`src/rtl/fft_butterfly_pkg.sv`:
```
// Shared FFT constants and complex {re,im} container types used by the
// butterfly, the address generator and the twiddle ROM.
package fft_pkg;
   localparam int N      = 32;
   localparam int LOG2N  = 5;
   localparam int DW_DEF = 16;
   localparam int TW_DEF = 16;
   localparam int AW     = LOG2N;
   localparam int TWAW   = LOG2N - 1;

   typedef struct packed {
      logic signed [DW_DEF-1:0] re;
      logic signed [DW_DEF-1:0] im;
   } cplx_t;

   typedef struct packed {
      logic signed [TW_DEF-1:0] re;
      logic signed [TW_DEF-1:0] im;
   } twid_t;

   function automatic cplx_t cplx_pack(input logic signed [DW_DEF-1:0] re,
                                       input logic signed [DW_DEF-1:0] im);
      cplx_t c;
      c.re = re;
      c.im = im;
      return c;
   endfunction

   function automatic logic signed [DW_DEF-1:0] cplx_re(input cplx_t c);
      return c.re;
   endfunction

   function automatic logic signed [DW_DEF-1:0] cplx_im(input cplx_t c);
      return c.im;
   endfunction
endpackage

```
`src/rtl/fft_butterfly_cmul.sv`:
```
// Two-cycle complex multiplier W*B: partial products, then sum, round
// (add 2^(TW-2), arithmetic shift by TW-1) and saturate to DW bits.
module fft_cmul
   import fft_pkg::*;
#(
   parameter int DW = DW_DEF,
   parameter int TW = TW_DEF
) (
   input  logic            clk,
   input  logic            reset,
   input  logic            in_valid,
   input  logic [2*DW-1:0] b,
   input  logic [2*TW-1:0] w,
   output logic            out_valid,
   output logic            busy,
   output logic [2*DW-1:0] wb
);
   localparam int PW = DW + TW;
   localparam logic signed [PW:0] RND = (PW+1)'(2**(TW-2));

   logic signed [DW-1:0] b_re, b_im;
   logic signed [TW-1:0] w_re, w_im;
   logic signed [PW-1:0] p_rr, p_ii, p_ri, p_ir;
   logic signed [PW:0]   re_full, im_full, re_shift, im_shift;
   logic                 v2, v3;

   assign b_re = b[2*DW-1:DW];
   assign b_im = b[DW-1:0];
   assign w_re = w[2*TW-1:TW];
   assign w_im = w[TW-1:0];

   function automatic logic [DW-1:0] sat(input logic signed [PW:0] x);
      if (x[PW:DW-1] == {(PW-DW+2){x[PW]}})
         return x[DW-1:0];
      else
         return x[PW] ? {1'b1, {(DW-1){1'b0}}} : {1'b0, {(DW-1){1'b1}}};
   endfunction

   always_ff @(posedge clk or posedge reset) begin
      if (reset) begin
         v2 <= 1'b0;
         v3 <= 1'b0;
      end else begin
         v2 <= in_valid;
         v3 <= v2;
      end
   end

   always_ff @(posedge clk) begin
      p_rr <= PW'(b_re) * PW'(w_re);
      p_ii <= PW'(b_im) * PW'(w_im);
      p_ri <= PW'(b_re) * PW'(w_im);
      p_ir <= PW'(b_im) * PW'(w_re);
   end

   always_comb begin
      re_full  = (PW+1)'(p_rr) - (PW+1)'(p_ii) + RND;
      im_full  = (PW+1)'(p_ri) + (PW+1)'(p_ir) + RND;
      re_shift = re_full >>> (TW-1);
      im_shift = im_full >>> (TW-1);
   end

   always_ff @(posedge clk) begin
      wb <= {sat(re_shift), sat(im_shift)};
   end

   assign out_valid = v3;
   assign busy      = v2 | v3;
endmodule

```
`src/rtl/fft_butterfly.sv`:
```
// Radix-2 DIT butterfly X=A+W*B, Y=A-W*B, fixed 4-cycle issue-to-write latency.
// Define FFT_BFLY_SCALE_EN for a rounded 1/2 scaling of each output instead of saturation.
module fft_butterfly
   import fft_pkg::*;
#(
   parameter int DW = DW_DEF,
   parameter int TW = TW_DEF
) (
   input  logic            clk,
   input  logic            reset,
   input  logic            in_valid,
   input  logic [AW-1:0]   address_a,
   input  logic [AW-1:0]   address_b,
   input  logic [TWAW-1:0] twiddle_address,
   output logic [AW-1:0]   rd_addr_a,
   output logic [AW-1:0]   rd_addr_b,
   output logic [TWAW-1:0] tw_addr,
   input  logic [2*DW-1:0] rd_data_a,
   input  logic [2*DW-1:0] rd_data_b,
   input  logic [2*TW-1:0] tw_data,
   output logic            wr_en,
   output logic [AW-1:0]   wr_addr_a,
   output logic [AW-1:0]   wr_addr_b,
   output logic [2*DW-1:0] wr_data_a,
   output logic [2*DW-1:0] wr_data_b,
   output logic            busy
);
   logic            v0, v1, v3, cmul_busy;
   logic [AW-1:0]   a0_addr, b0_addr, a1_addr, b1_addr;
   logic [AW-1:0]   a2_addr, b2_addr, a3_addr, b3_addr;
   logic [2*DW-1:0] a1, b1, a2, a3, wb;
   logic [2*TW-1:0] w1;
   logic [DW:0]     x_re, x_im, y_re, y_im;

   assign rd_addr_a = address_a;
   assign rd_addr_b = address_b;
   assign tw_addr   = twiddle_address;

   function automatic logic [DW-1:0] fin(input logic [DW:0] s);
`ifdef FFT_BFLY_SCALE_EN
      return DW'((s + (DW+1)'(1)) >> 1);
`else
      if (s[DW] == s[DW-1])
         return s[DW-1:0];
      else
         return s[DW] ? {1'b1, {(DW-1){1'b0}}} : {1'b0, {(DW-1){1'b1}}};
`endif
   endfunction

   always_ff @(posedge clk or posedge reset) begin
      if (reset) begin
         v0 <= 1'b0;
         v1 <= 1'b0;
      end else begin
         v0 <= in_valid;
         v1 <= v0;
      end
   end

   // Data and address pipeline runs freely; only the valid bits qualify it.
   always_ff @(posedge clk) begin
      a0_addr <= address_a;
      b0_addr <= address_b;
      a1_addr <= a0_addr;
      b1_addr <= b0_addr;
      a2_addr <= a1_addr;
      b2_addr <= b1_addr;
      a3_addr <= a2_addr;
      b3_addr <= b2_addr;
      a1      <= rd_data_a;
      b1      <= rd_data_b;
      w1      <= tw_data;
      a2      <= a1;
      a3      <= a2;
   end

   fft_cmul #(.DW(DW), .TW(TW)) u_cmul (
      .clk       (clk),
      .reset     (reset),
      .in_valid  (v1),
      .b         (b1),
      .w         (w1),
      .out_valid (v3),
      .busy      (cmul_busy),
      .wb        (wb)
   );

   always_comb begin
      x_re = {a3[2*DW-1], a3[2*DW-1:DW]} + {wb[2*DW-1], wb[2*DW-1:DW]};
      x_im = {a3[DW-1], a3[DW-1:0]} + {wb[DW-1], wb[DW-1:0]};
      y_re = {a3[2*DW-1], a3[2*DW-1:DW]} - {wb[2*DW-1], wb[2*DW-1:DW]};
      y_im = {a3[DW-1], a3[DW-1:0]} - {wb[DW-1], wb[DW-1:0]};
   end

   always_ff @(posedge clk or posedge reset) begin
      if (reset) begin
         wr_en     <= 1'b0;
         wr_addr_a <= '0;
         wr_addr_b <= '0;
         wr_data_a <= '0;
         wr_data_b <= '0;
      end else begin
         wr_en     <= v3;
         wr_addr_a <= a3_addr;
         wr_addr_b <= b3_addr;
         wr_data_a <= {fin(x_re), fin(x_im)};
         wr_data_b <= {fin(y_re), fin(y_im)};
      end
   end

   assign busy = v0 | v1 | cmul_busy | wr_en;
endmodule

```
`config.mk`:
```
export PLATFORM = sky130hd
export DESIGN_NAME = fft_butterfly
export DESIGN_NICKNAME = d
export VERILOG_FILES = /design/src/rtl/fft_butterfly_pkg.sv /design/src/rtl/fft_butterfly_cmul.sv /design/src/rtl/fft_butterfly.sv
export SDC_FILE = /design/constraint.sdc
export NUM_CORES = 2
export LEC_CHECK = 0
export ABC_AREA = 1
export CORE_ASPECT_RATIO = 0.9
export CORE_MARGIN = 10
export CORE_UTILIZATION = 50
export CTS_CLUSTER_DIAMETER = 40
export DETAILED_ROUTE_END_ITERATION = 8
export PLACE_DENSITY_LB_ADDON = 0.08
export SLEW_MARGIN = 40
export SYNTH_ARGS = -nofsm -noshare
export SYNTH_HDL_FRONTEND = slang
export SYNTH_SLANG_ARGS = --single-unit
```
`constraint.sdc`:
```
create_clock -name clk -period 9.27 [get_ports clk]
set_input_delay 2.3175 -clock clk [delete_from_list [all_inputs] [get_ports clk]]
set_output_delay 2.3175 -clock clk [all_outputs]
set_load 0.05 [all_outputs]
```
==> flow_summary.toml <==
[floorplan]
die_w_um = 384
rows = 119
die_area_um2 = 133000
start_util_pct = 50.6
coreArea_um2 = 118000
ios = 203
die_h_um = 347

[min_path]
hp-class = "reg -> reg"

[worst_setup_path]
cp.buffers_inverters = 4
crit_chain = "clkinv_1, buf_4, nor2_1, fa_1, fa_1, fa_1, fa_1, fa_1, inv_1, fa_1, inv_1, ha_1, nand2_1, nor3_1, nand4_1, nand3_1, a21o_1, nand3_1, nand3_1, nand2_1"
cp-end-kind = "flip-flop"
path_class = "reg -> reg"
slowest_delay_ps = 700
crit_slowest_cell = "dfxtp_1"
crit_family = "adder cells"
cpMostUsedCell = "fa_1"
start_kind = "flip-flop"
crit_arrival_ps = 7360
required_ps = 9820
cp_max_fo = 15

[cells_and_area]
diodes = 0
area_delta_synth_final_pct = 9.85
fin_nets = 9077
fill_cells = 11200
finalInstanceArea_um2 = 65300
seq_area_um2 = 9250
final_core_utilization_pct = 55.6
drive_above_1_share_pct = 4.41
multiInputGateArea_um2 = 41600

[sta]
worst_slew_pin_slew_ps = 891
final.setup.tns_ps = 0
hold_viol_final = 0
min_period_ps = 6820
max_freq_mhz = 147
fin_skew_ps = 28.8
fin_crit_sh_pct = 73.5
rsz0062_at_grt = "no"
setup_viol = 0
relSlewSlack_pct = 40.5
setup_ws_ps = 2450
slew_violations = 0

[grt]
grt_pass1_wl_um = 252000
grt_max_degree = 80
antenna_found_initial = 2
grt_overflow_total = 0
grt_usage_pct = 23.6
grt_pass1_vias = 46000

[synthesis]
synth_compound_area_share_pct = 4.52
synth_cells = 7310
syn_area_um2 = 59500
yosysSeqAreaShare_pct = 15.4
synth_cell_type_count = 58
postSynthAreaPerCell_um2 = 8.14
ys.flop_type = "dfxtp_1"
synth_area_leaders = "fa_1 (35%), inv_1 (13%), dfxtp_1 (12%), nand2_1 (11%), ha_1 (11%)"
synth_top_area_share_pct = 35.4
yosysTopAreaCell = "fa_1"
synthSimpleGateAreaFrac_pct = 16.1
synth.net_count = 8989
ys_ff_latch = 439
synthMuxAreaShare_pct = 0
synth_top_family_by_area = "adder cells"
yosys_warnings = 0
yosys.area_share.adder_pct = 46.2
synth_edf_count = 0
synthArstFlopShare_pct = 18.0
synth_xor_area_share_pct = 3.00

[drt]
vias = 44500
viasPerCell = 4.92
drc = 0
wl_um = 154000
drt_iter0_markers = 2707
wl_per_cell_um = 17.1
dr.pass1.iters = 6
ant_nets = 0

[clocking]
cts_setup_buffers = 0
clk_path_buf_depth = 3
cts_inserted_buffers = 72
insertion_delay_ps = 680
clk_pin_slew_ps = 60
ctsHtreeMaxLevel = 3
clock_sinks = 439
postCtsHoldBufs = 0
cts-resized-gates = 0
cts_tree = "yes"
cts_root_buf = "clkbuf_16"

[placed_design]
gp_congestion = 0.915
place_ws_ps = 2530
hpwl_um = 126000
port_buffers = 194
place_area_um2 = 62800

[job]
drv_cap = 0

[outcome]
status = "complete, no violations"
-- cell type report --
| cell class | count | share of cell area, % |
|---|---|---|
| inverters | 2051 | 11.8 |
| flip-flops and latches | 439 | 14.2 |
| multi-input cells | 4588 | 63.6 |
| well taps | 1573 | 3.01 |
| clock inverters | 49 | 0.885 |
| clock buffers | 85 | 2.99 |
| repair buffers | 246 | 3.57 |
-- cell families (layout without fill, tap and decap cells) --
family | count (synthesis) | after routing
xor+xnor | 204 | 204
compound gates | 455 | 455
buf+inv | 2283 | 2431
simple gates | 2363 | 2363
fa+ha+maj | 1566 | 1566
flops | 439 | 439
-- routing by layer --
metal / vias to the layer above / global-route usage, % / wire length, µm
li1: 21300 / - / -
met1: 21700 / 35.2 / 73800
met2: 1232 / 35.4 / 65800
met3: 149 / 5.10 / 12100
met4: 4 / 4.08 / 2290
met5: - / 0 / 31
-- placed cells by master (no fill, tap or decap), types with 13 or more instances in the layout --
master and n:
a21o_1 19, a21oi_1 218, a21oi_2 13, buf_4 51, clkbuf_16 74, clkdlybuf4s50_1 194, dfrtp_1 79, dfxtp_1 335
dfxtp_4 14, fa_1 1052, ha_1 514, inv_1 2023, inv_2 25, inv_6 14, nand2_1 1782, nand2_2 25
nand3_1 140, nand4_1 72, nor2_1 251, nor3_1 32, o21ai_0 95, o21bai_1 29, xnor2_1 62, xor2_1 142
-- cell usage after synthesis, types with 9 or more instances --
cell type,count
nand3_1,140
o21ai_0,95
inv_1,2024
dfxtp_1,360
xnor2_1,62
nand4_1,72
a21oi_1,218
nor2_1,251
nand2_2,25
clkbuf_1,189
inv_2,25
ha_1,514
o21ai_1,11
a21oi_2,13
buf_6,10
nand2_1,1782
o21bai_1,29
a21o_1,19
a21boi_0,9
dfrtp_1,79
or2_2,12
xor2_1,142
a31oi_1,11
buf_4,24
nand3_2,9
fa_1,1052
nand3b_1,10
nor3_1,32
-- path summary, 6_finish.rpt --
path,start,to,slack [ps],depth (start not counted)
min in group asynchronous,reset,wr_addr_b[0],2150,3
max in group asynchronous,reset,wr_data_a[3],6660,3
min,a2[18],a3[18],320,0
max reg2reg,w1[15],u_cmul.p_ri[26],2450,20
min reg2reg,a2[18],a3[18],320,0
max,w1[15],u_cmul.p_ri[26],2450,20
-- through the flow --
| step | hold slack [ps] | std cells |
|---|---|---|
| detailed placement | 312 | 8897 |
| floorplan | 310 | 7310 |
| finish | 318 | 9031 |
| global placement | 311 | 8897 |
| CTS | 306 | 9031 |
| global route | 317 | 9031 |
Power is not shown: default switching activity piles up to over one toggle a cycle in this logic, so the estimate is an artifact.
